`src/rtl/tug_pkg.sv`:
```
// Shared types and constants for the tug-of-war referee.
// Latency: n/a (package only).
// Backpressure: n/a (package only).
package tug_pkg;

    // FSM encoding is visible on the state output, so the values are fixed.
    typedef enum logic [1:0] {
        ST_IDLE       = 2'd0,
        ST_PLAY       = 2'd1,
        ST_WON        = 2'd2,
        ST_MATCH_OVER = 2'd3
    } state_t;

    // Rope position: 0 is the human (right) edge, 8 the cyber (left) edge.
    localparam logic [3:0] POS_MIN    = 4'd0;
    localparam logic [3:0] POS_CENTRE = 4'd4;
    localparam logic [3:0] POS_MAX    = 4'd8;

    localparam logic [1:0] WIN_NONE  = 2'b00;
    localparam logic [1:0] WIN_RIGHT = 2'b01;
    localparam logic [1:0] WIN_LEFT  = 2'b10;

    // One LED per rope position.
    function automatic logic [8:0] pos_onehot(input logic [3:0] p);
        pos_onehot = 9'd1 << p;
    endfunction

endpackage

```
`src/rtl/key_press.sv`:
```
// Synchronises a raw asynchronous button and emits a 1-cycle pulse per rising edge.
// Latency: press is high in the cycle after the 2nd clk edge following the key rise.
// Backpressure: none; a held key produces exactly one pulse.
// Ports: clk, reset (async active-low), key (raw button), press (1-cycle pulse).
module key_press (
    input  logic clk,
    input  logic reset,
    input  logic key,
    output logic press
);

    logic sync1_q;
    logic sync2_q;
    logic prev_q;

    always_ff @(posedge clk or negedge reset) begin
        if (!reset) begin
            sync1_q <= 1'b0;
            sync2_q <= 1'b0;
            prev_q  <= 1'b0;
        end else begin
            sync1_q <= key;
            sync2_q <= sync1_q;
            prev_q  <= sync2_q;
        end
    end

    assign press = sync2_q & ~prev_q;

endmodule

```
`src/rtl/tug_referee.sv`:
```
// Referee for a human-vs-cyber tug of war: rope position, round/match scoring, LED display.
// Latency: a human key rise moves the rope on the 3rd clk edge; a cyber hit acts on its tick edge.
// Backpressure: none; presses outside PLAY (except IDLE start) are dropped.
// Ports: clk, reset (async active-low), human_key, cyber_hit in; leds, pos, scores, winner, state out.
module tug_referee
    import tug_pkg::*;
#(
    parameter int TICK_DIV   = 5_000_000,
    parameter int HOLD_TICKS = 50_000_000,
    parameter int WIN_SCORE  = 7
) (
    input  logic       clk,
    input  logic       reset,
    input  logic       human_key,
    input  logic       cyber_hit,
    output logic [8:0] leds,
    output logic [3:0] pos,
    output logic [2:0] left_score,
    output logic [2:0] right_score,
    output logic [1:0] winner,
    output logic [1:0] state
);

    localparam int TW = $clog2(TICK_DIV);
    localparam int HW = (HOLD_TICKS > 1) ? $clog2(HOLD_TICKS) : 1;

    state_t        state_q, state_d;
    logic [3:0]    pos_q, pos_d;
    logic [2:0]    left_q, left_d;
    logic [2:0]    right_q, right_d;
    logic [1:0]    winner_q, winner_d;
    logic [TW-1:0] tick_q, tick_d;
    logic [HW-1:0] hold_q, hold_d;

    logic       human_press;
    logic       tick;
    logic       cyber_press;
    logic [3:0] left_inc;
    logic [3:0] right_inc;

    key_press u_key_press (
        .clk   (clk),
        .reset (reset),
        .key   (human_key),
        .press (human_press)
    );

    assign tick        = (tick_q == TW'(TICK_DIV - 1));
    assign cyber_press = tick & cyber_hit;
    assign left_inc    = {1'b0, left_q} + 4'd1;
    assign right_inc   = {1'b0, right_q} + 4'd1;

    always_ff @(posedge clk or negedge reset) begin
        if (!reset) begin
            state_q  <= ST_IDLE;
            pos_q    <= POS_CENTRE;
            left_q   <= 3'd0;
            right_q  <= 3'd0;
            winner_q <= WIN_NONE;
            tick_q   <= '0;
            hold_q   <= '0;
        end else begin
            state_q  <= state_d;
            pos_q    <= pos_d;
            left_q   <= left_d;
            right_q  <= right_d;
            winner_q <= winner_d;
            tick_q   <= tick_d;
            hold_q   <= hold_d;
        end
    end

    always_comb begin
        state_d  = state_q;
        pos_d    = pos_q;
        left_d   = left_q;
        right_d  = right_q;
        winner_d = winner_q;
        tick_d   = tick_q;
        hold_d   = hold_q;

        unique case (state_q)
            ST_IDLE: begin
                // Start only on a human press; the rope stays centred.
                if (human_press) begin
                    state_d = ST_PLAY;
                    tick_d  = '0;
                end
            end

            ST_PLAY: begin
                tick_d = tick ? '0 : tick_q + TW'(1);
                // Simultaneous presses cancel, so only the exclusive cases act.
                if (human_press && !cyber_press) begin
                    if (pos_q == POS_MIN) begin
                        right_d  = (right_q == 3'(WIN_SCORE)) ? right_q : right_inc[2:0];
                        winner_d = WIN_RIGHT;
                        hold_d   = '0;
                        state_d  = (right_inc == 4'(WIN_SCORE)) ? ST_MATCH_OVER : ST_WON;
                    end else begin
                        pos_d = pos_q - 4'd1;
                    end
                end else if (cyber_press && !human_press) begin
                    if (pos_q == POS_MAX) begin
                        left_d   = (left_q == 3'(WIN_SCORE)) ? left_q : left_inc[2:0];
                        winner_d = WIN_LEFT;
                        hold_d   = '0;
                        state_d  = (left_inc == 4'(WIN_SCORE)) ? ST_MATCH_OVER : ST_WON;
                    end else begin
                        pos_d = pos_q + 4'd1;
                    end
                end
            end

            ST_WON: begin
                // Rope stays at the winning edge for the whole hold period.
                if (hold_q == HW'(HOLD_TICKS - 1)) begin
                    hold_d   = '0;
                    tick_d   = '0;
                    pos_d    = POS_CENTRE;
                    winner_d = WIN_NONE;
                    state_d  = ST_PLAY;
                end else begin
                    hold_d = hold_q + HW'(1);
                end
            end

            ST_MATCH_OVER: begin
                // Terminal until reset.
            end

            default: state_d = ST_IDLE;
        endcase
    end

    assign leds        = (state_q == ST_MATCH_OVER) ? 9'h1FF : pos_onehot(pos_q);
    assign pos         = pos_q;
    assign left_score  = left_q;
    assign right_score = right_q;
    assign winner      = winner_q;
    assign state       = state_q;

endmodule
```
`config.mk`:
```
export PLATFORM = sky130hd
export DESIGN_NAME = tug_referee
export DESIGN_NICKNAME = d
export VERILOG_FILES = /design/src/rtl/tug_pkg.sv /design/src/rtl/key_press.sv /design/src/rtl/tug_referee.sv
export SDC_FILE = /design/constraint.sdc
export NUM_CORES = 1
export LEC_CHECK = 0
export CORE_UTILIZATION = 64
export CTS_CLUSTER_DIAMETER = 120
export CTS_CLUSTER_SIZE = 40
export DETAILED_ROUTE_END_ITERATION = 16
export PLACE_DENSITY = 0.9
export SYNTH_ARGS = -nofsm -noshare
export SYNTH_HDL_FRONTEND = slang
export SYNTH_SLANG_ARGS = --single-unit
```
`constraint.sdc`:
```
create_clock -name clk -period 7.5 [get_ports clk]
set_input_delay 1.875 -clock clk [delete_from_list [all_inputs] [get_ports clk]]
set_output_delay 1.875 -clock clk [all_outputs]
set_load 0.01 [all_outputs]
```
==> results of run 1 <==
[area by class of cell]
| type | instances | area [sq um] | share of cell area, % |
|---|---|---|---|
| timing repair buffer | 27 | 263 | 6.03 |
| sequential | 66 | 1650 | 37.9 |
| multi-input combinational | 335 | 2130 | 48.9 |
| tap | 75 | 93.8 | 2.15 |
| clock inverter | 2 | 10.0 | 0.230 |
| inverter | 9 | 33.8 | 0.776 |
| clock buffer | 14 | 173 | 3.96 |
[cell usage in the layout (no fill, tap or decap), drive strengths merged, types with 2 or more instances in the layout]
master,synthesis,layout
dfrtp,65,65
or4,10,10
nand2b,7,7
nor4b,3,3
ha,10,10
nand3b,2,2
clkbuf,12,14
nor3,11,11
a22o,7,7
clkinv,0,2
o21ai,23,23
or3,4,4
a21oi,27,27
nand4,15,15
a21boi,2,2
a31oi,17,17
nand3,32,32
and4,3,3
or2,5,5
a41oi,6,6
nor2,25,25
nand2,40,40
mux2,5,5
a21o,2,2
o22ai,3,3
inv,9,9
nor2b,3,3
or4b,2,2
a211o,3,3
and3,9,9
a22oi,5,5
and2,5,5
xnor2,6,6
o21a,3,3
o31ai,11,11
mux2i,4,4
clkdlybuf4s50,0,25
buf,8,2
nor4,12,12
[power by group through the flow]
| stage | Sequential (W) | Combinational [W] | Clock (W) |
|---|---|---|---|
| 2_1_floorplan | 0.000364 | 0.00000431 | 0 |
| 6_report | 0.000357 | 0.0000134 | 0.000278 |
| 3_5_place_dp | 0.000364 | 0.0000139 | 0 |
| 4_1_cts | 0.000357 | 0.0000139 | 0.000279 |
| 5_1_grt | 0.000357 | 0.0000159 | 0.000294 |
| 3_3_place_gp | 0.000364 | 0.0000136 | 0 |
[registers in the layout, summed over array words and instances, names as in the netlist]
register             flops
hold_q                  26
left_score               3
pos                      4
right_score              3
state                    2
tick_q                  23
u_key_press.prev_q       1
u_key_press.sync1_q      1
u_key_press.sync2_q      1
winner                   2
[worst max path at each step]
stage	start	endpoint	depth (start not counted)
floorplan	cyber_hit	hold_q[19]	10
global placement	cyber_hit	hold_q[24]	9
detailed placement	cyber_hit	hold_q[24]	9
CTS	cyber_hit	hold_q[24]	9
global route	cyber_hit	hold_q[15]	8
finish	cyber_hit	hold_q[16]	9
[routing by layer]
layer  vias up  track usage [%]  wire length [microns]
met5         -                0                      0
met4         0             11.4                    164
met3        19             4.89                    412
met2       111             50.7                   4410
met1      1740             38.7                   3870
li1       1681                -                      -
[metrics by stage]
step           setup slack (ps)  instances  cell area (sq um)  power, W  hold slack, ps
2_1_floorplan              3590        430               3920  0.000368             331
5_1_grt                    3150        528               4360  0.000667             382
6_report                   3310        528               4360  0.000648             372
3_5_place_dp               3000        512               4170  0.000378             353
4_1_cts                    3340        528               4360  0.000650             373
3_3_place_gp               3040        512               4170  0.000377             345
[worst max-delay path, delay by kind of cell]
kind                     cells  cell delay (ps)
adder cells (fa/ha/maj)      1              220
AND/OR/NAND/NOR              6             1770
buffers and inverters        2              530
[kinds of logic after synthesis]
logic type | synth area share (%)
AND/OR/NAND/NOR | 27.9
adder cells (fa/ha/maj) | 3.19
multiplexers | 2.46
flip-flops | 42.2
AO/OA/AOI/OAI | 19.3
XOR/XNOR | 1.56
buffers and inverters | 3.48
==> run_results.csv, run 1 <==
group,metric,value,unit
timing,finalHoldViolations,0,
synth,syn_nets,444,
timing,setup_violations,0,
clock_tree,cts.sinks,66,
routing,wl_per_cell,16.8,microns
grt,antenna_found_initial,0,
pwr,pwr-share-comb,2.1,%
synth,synth.distinct_cells,62,
clock_tree,cts_made_buffers,9,
critical_path,path_cells,"clkdlybuf4s50_1 > nand2_1 > inv_1 > ha_1 > or3b_4 > or4_1 > and3_1 > nor2_8 > nor4_1",
grt,grt_pass1_wl,15100,microns
die,die_w,80.3,microns
routing,drt-vias-per-instance,6.73,
pwr,leakage,1.74,nW
synth,seq_area_frac_synth,42.2,%
pwr,vdd_drop_max,0.000112,V
routing,finalWirelength,8860,microns
clock_tree,cts_hold_buf,0,
synth,synth_top_area_share,41.5,%
placed_design,dpl.hpwl,5860,microns
pwr,p_sw,0.000142,W
routing,drc,0,
synth,avgSynthCellArea,9.11,sq um
min_path,holdCritStartpoint,"u_key_press.sync1_q",
grt,grt_pass1_vias,3345,
synth,synth_top_flop_cell,"dfrtp_1",
min_path,worstHoldPathType,"reg2reg",
die,die-area,6440,sq um
timing,drv_slew,0,
synth,synthCells,430,
critical_path,critPathArrivalTime,4400,ps
routing,dr_total_vias,3551,
timing,rsz0062_at_grt,"false",
timing,maxSlewHeadroom,13.9,%
synth,synth.area.top_cells,"dfrtp_1, nand3_1, nand2_1",
timing,post-route-period-util,55.8,%
routing,drt_pass1_iterations,5,
die,coreArea,5920,sq um
critical_path,cp.required,7720,ps
grt,gr-total-overflow,0,
clock_tree,htreeDepth,3,
die,start_util,66.2,%
min_path,whs_path_depth,0,
timing,post-route-min-period,4190,ps
layout,synthToLayoutAreaGrowth,11.1,%
die,num_io_pins,27,
synth,synth_area,3920,sq um
layout,n_antenna_cell,0,
clock_tree,clock_path_buffers,2,
synth,yosysMostFrequentCell,"dfrtp_1",
critical_path,r2r_setup_slack,3920,ps
critical_path,slowest_stage,"or4_1",
pwr,switching_share,21.9,%
timing,clock_skew,3.52,ps
pwr,intPower,0.000506,W
critical_path,cp-start-kind,"input pin",
grt,grt_usage,30.1,%
placed_design,gp_congestion,0.870,
layout,layout-drive-gt1-share,8.39,%
synth,synth.ff_latch_count,66,
placed_design,portBuffers,26,
clock_tree,cts_root_buf,"clkbuf_8",
synth,async_flop_share,100,%
clock_tree,cts_resized,0,
timing,clock.fmax,239,MHz
pwr,p_seq_share,55.0,%
pwr,p_clk_share,42.9,%
layout,fillers,433,
synth,synth-edff-count,0,
routing,antenna_left,0,
synth,ys_warn_count,0,
critical_path,cp_max_fo,17,
clock_tree,clock_latency,340,ps
critical_path,r2r_end,"hold_q[16]",
die,dieHeight,80.3,microns
pwr,powerDensity,149,nW/um^2
run_status,status,"finished clean",
critical_path,endpoint_kind,"flip-flop",
die,rows,28,
clock_tree,cts_tree,"done",
layout,layout.nets,462,
grt,grt_max_degree,67,
clock_tree,post-cts-setup-buffers,0,
timing,worst_pin_slew,1280,ps
synth,ys_top_cells_by_count,"dfrtp_1, nand2_1, nand3_1",
critical_path,regToRegStartpoint,"tick_q[10]",
timing,tns,0,ps
critical_path,criticalPathCategory,"in2reg",
job,max_cap_violations,0,
critical_path,rr_worst_depth,11,
routing,drtIter0Drc,259,
clock_tree,clk_transition_reported_paths,70,ps
synth,yosysTopAreaCell,"dfrtp_1",
critical_path,slowest_delay,480,ps
min_path,min_to,"u_key_press.sync2_q",
layout,fin_util,73.6,%
Power figures use the tool's default switching activity.
==> run 2: changes to the inputs <==
CORE_UTILIZATION = 59   (was 64)
PLACE_DENSITY = 0.84   (was 0.9)
clock period = 3.9 ns   (was 7.5 ns; I/O delays follow)
==> run_results.csv, run 2 (synthesized netlist as in run 1, its figures left out) <==
group,metric,value,unit
die,die-area,6970,sq um
pwr,intPower,0.000984,W
clock_tree,cts_hold_buf,0,
placed_design,portBuffers,26,
critical_path,cp.required,4180,ps
layout,layout.nets,467,
clock_tree,cts_resized,0,
die,rows,29,
pwr,powerDensity,291,nW/um^2
timing,finalHoldViolations,0,
layout,final_cell_mix,"dfrtp_1, nand2_1, nand3_1",
timing,rsz0062_at_grt,"false",
pwr,vdd_drop_max,0.000295,V
grt,grt_usage,28.3,%
grt,grt_max_degree,31,
layout,postLayoutCellArea,4400,sq um
run_status,status,"finished clean",
die,coreArea,6390,sq um
min_path,worstHoldPathType,"reg2reg",
layout,n_antenna_cell,0,
layout,final_common_cell,"dfrtp_1",
placed_design,place_area,4210,sq um
clock_tree,cts_root_buf,"clkbuf_8",
timing,setup_violations,0,
die,num_io_pins,27,
clock_tree,cts.sinks,66,
grt,gr-total-overflow,0,
layout,largest-register,"hold_q",
timing,clock.fmax,286,MHz
layout,largest_reg_flops,26,
die,die_w,83.5,microns
clock_tree,htreeDepth,3,
critical_path,r2r_setup_slack,400,ps
clock_tree,cts_tree,"done",
clock_tree,post-cts-setup-buffers,0,
grt,grt_pass1_vias,3255,
timing,drv_slew,0,
die,dieHeight,83.5,microns
grt,grt_pass1_wl,15700,microns
placed_design,dpl.hpwl,6240,microns
clock_tree,clock_latency,350,ps
die,start_util,61.4,%
routing,drt-vias-per-instance,6.71,
job,max_cap_violations,0,
timing,post-route-period-util,89.6,%
pwr,leakage,1.76,nW
pwr,p_clk_share,44.1,%
pwr,switching_share,23.1,%
timing,worst_pin_slew,1180,ps
routing,finalWirelength,9290,microns
critical_path,endpoint_kind,"flip-flop",
routing,drc,0,
critical_path,cp-start-kind,"flip-flop",
clock_tree,cts_made_buffers,9,
routing,antenna_left,0,
clock_tree,clock_path_buffers,2,
layout,fillers,500,
routing,wl_per_cell,17.4,microns
critical_path,criticalPathCategory,"reg2reg",
timing,maxSlewHeadroom,20.5,%
placed_design,gp_congestion,0.854,
clock_tree,clk_transition_reported_paths,80,ps
routing,dr_total_vias,3592,
layout,synthToLayoutAreaGrowth,12.2,%
layout,layout-drive-gt1-share,9.61,%
pwr,pwr-share-comb,2.2,%
pwr,p_sw,0.000295,W
timing,post-route-min-period,3500,ps
routing,drtIter0Drc,291,
critical_path,critPathArrivalTime,3780,ps
routing,drt_pass1_iterations,5,
pwr,p_seq_share,53.6,%
timing,tns,0,ps
grt,antenna_found_initial,0,
timing,clock_skew,7.85,ps
critical_path,cp_max_fo,25,
## run 2: cell count changes in the layout (fill, tap and decap cells not counted)
cell	change
buf_4	+5
clkbuf_8	-3
clkinv_2	+2
bufinv_16	+1
clkbuf_1	-1
clkinvlp_4	+1
## run 2: through the flow
| step | power, W | std cells | hold WS (ps) | worst slack [ps] | utilization [%] |
|---|---|---|---|---|---|
| 2_1_floorplan | 0.000708 | 430 | 331 | 818 | - |
| 3_3_place_gp | 0.000728 | 519 | 340 | 353 | 66.0 |
| 3_5_place_dp | 0.000729 | 519 | 352 | 259 | 66.0 |
| 4_1_cts | 0.00128 | 535 | 366 | 436 | 68.9 |
| 5_1_grt | 0.00131 | 535 | 367 | 111 | 68.9 |
| 6_report | 0.00128 | 535 | 368 | 404 | 68.9 |
## run 2: per-layer routing
layer	up-vias	share of wire [%]	global-route usage, %
li1	1682	-	-
met1	1730	44	38.5
met2	165	47	46.0
met3	15	6.8	3.66
met4	0	1.9	12.5
met5	-	0	0
## run 2: power by group through the flow
stage	Clock (W)	Sequential, W	Combinational (W)
finish	0.000564	0.000686	0.0000285
CTS	0.000568	0.000686	0.0000294
global placement	0	0.000699	0.0000286
floorplan	0	0.000699	0.00000829
detailed placement	0	0.000700	0.0000291
global route	0.000595	0.000686	0.0000330
## run 2: layout make-up
type | instances | area (sq um) | share of cell area, %
Clock buffer | 10 | 128 | 2.90
Clock inverter | 6 | 57.6 | 1.31
Inverter | 9 | 33.8 | 0.768
Multi-Input combinational cell | 335 | 2130 | 48.4
Sequential cell | 66 | 1650 | 37.6
Tap cell | 77 | 96.3 | 2.19
Timing Repair Buffer | 32 | 300 | 6.83
## run 2: path summary, 6_finish.rpt
check,from,end,depth (start not counted)
setup reg to reg,tick_q[10],hold_q[22],11
hold / removal,u_key_press.sync1_q,u_key_press.sync2_q,0
hold reg to reg,u_key_press.sync1_q,u_key_press.sync2_q,0
min in group asynchronous,reset,hold_q[12],1
setup / recovery,tick_q[10],hold_q[22],11
max in group asynchronous,reset,pos[2],2
## run 2: worst max-delay path, cell delays in order, from the launching register on
cell	delay (ps)
dfrtp_1	460
nor4b_1	350
nand4_1	220
nor3_1	240
nand2_1	130
inv_1	80
ha_1	230
or3b_4	440
a21boi_1	240
o21ai_2	300
or4_1	580
a21oi_1	160
==> run 3: changes to the inputs <==
GPL_ROUTABILITY_DRIVEN = 1   (was default)
==> results of run 3 <==
No change in the layout: final DEF, timing and power equal those of run 2.
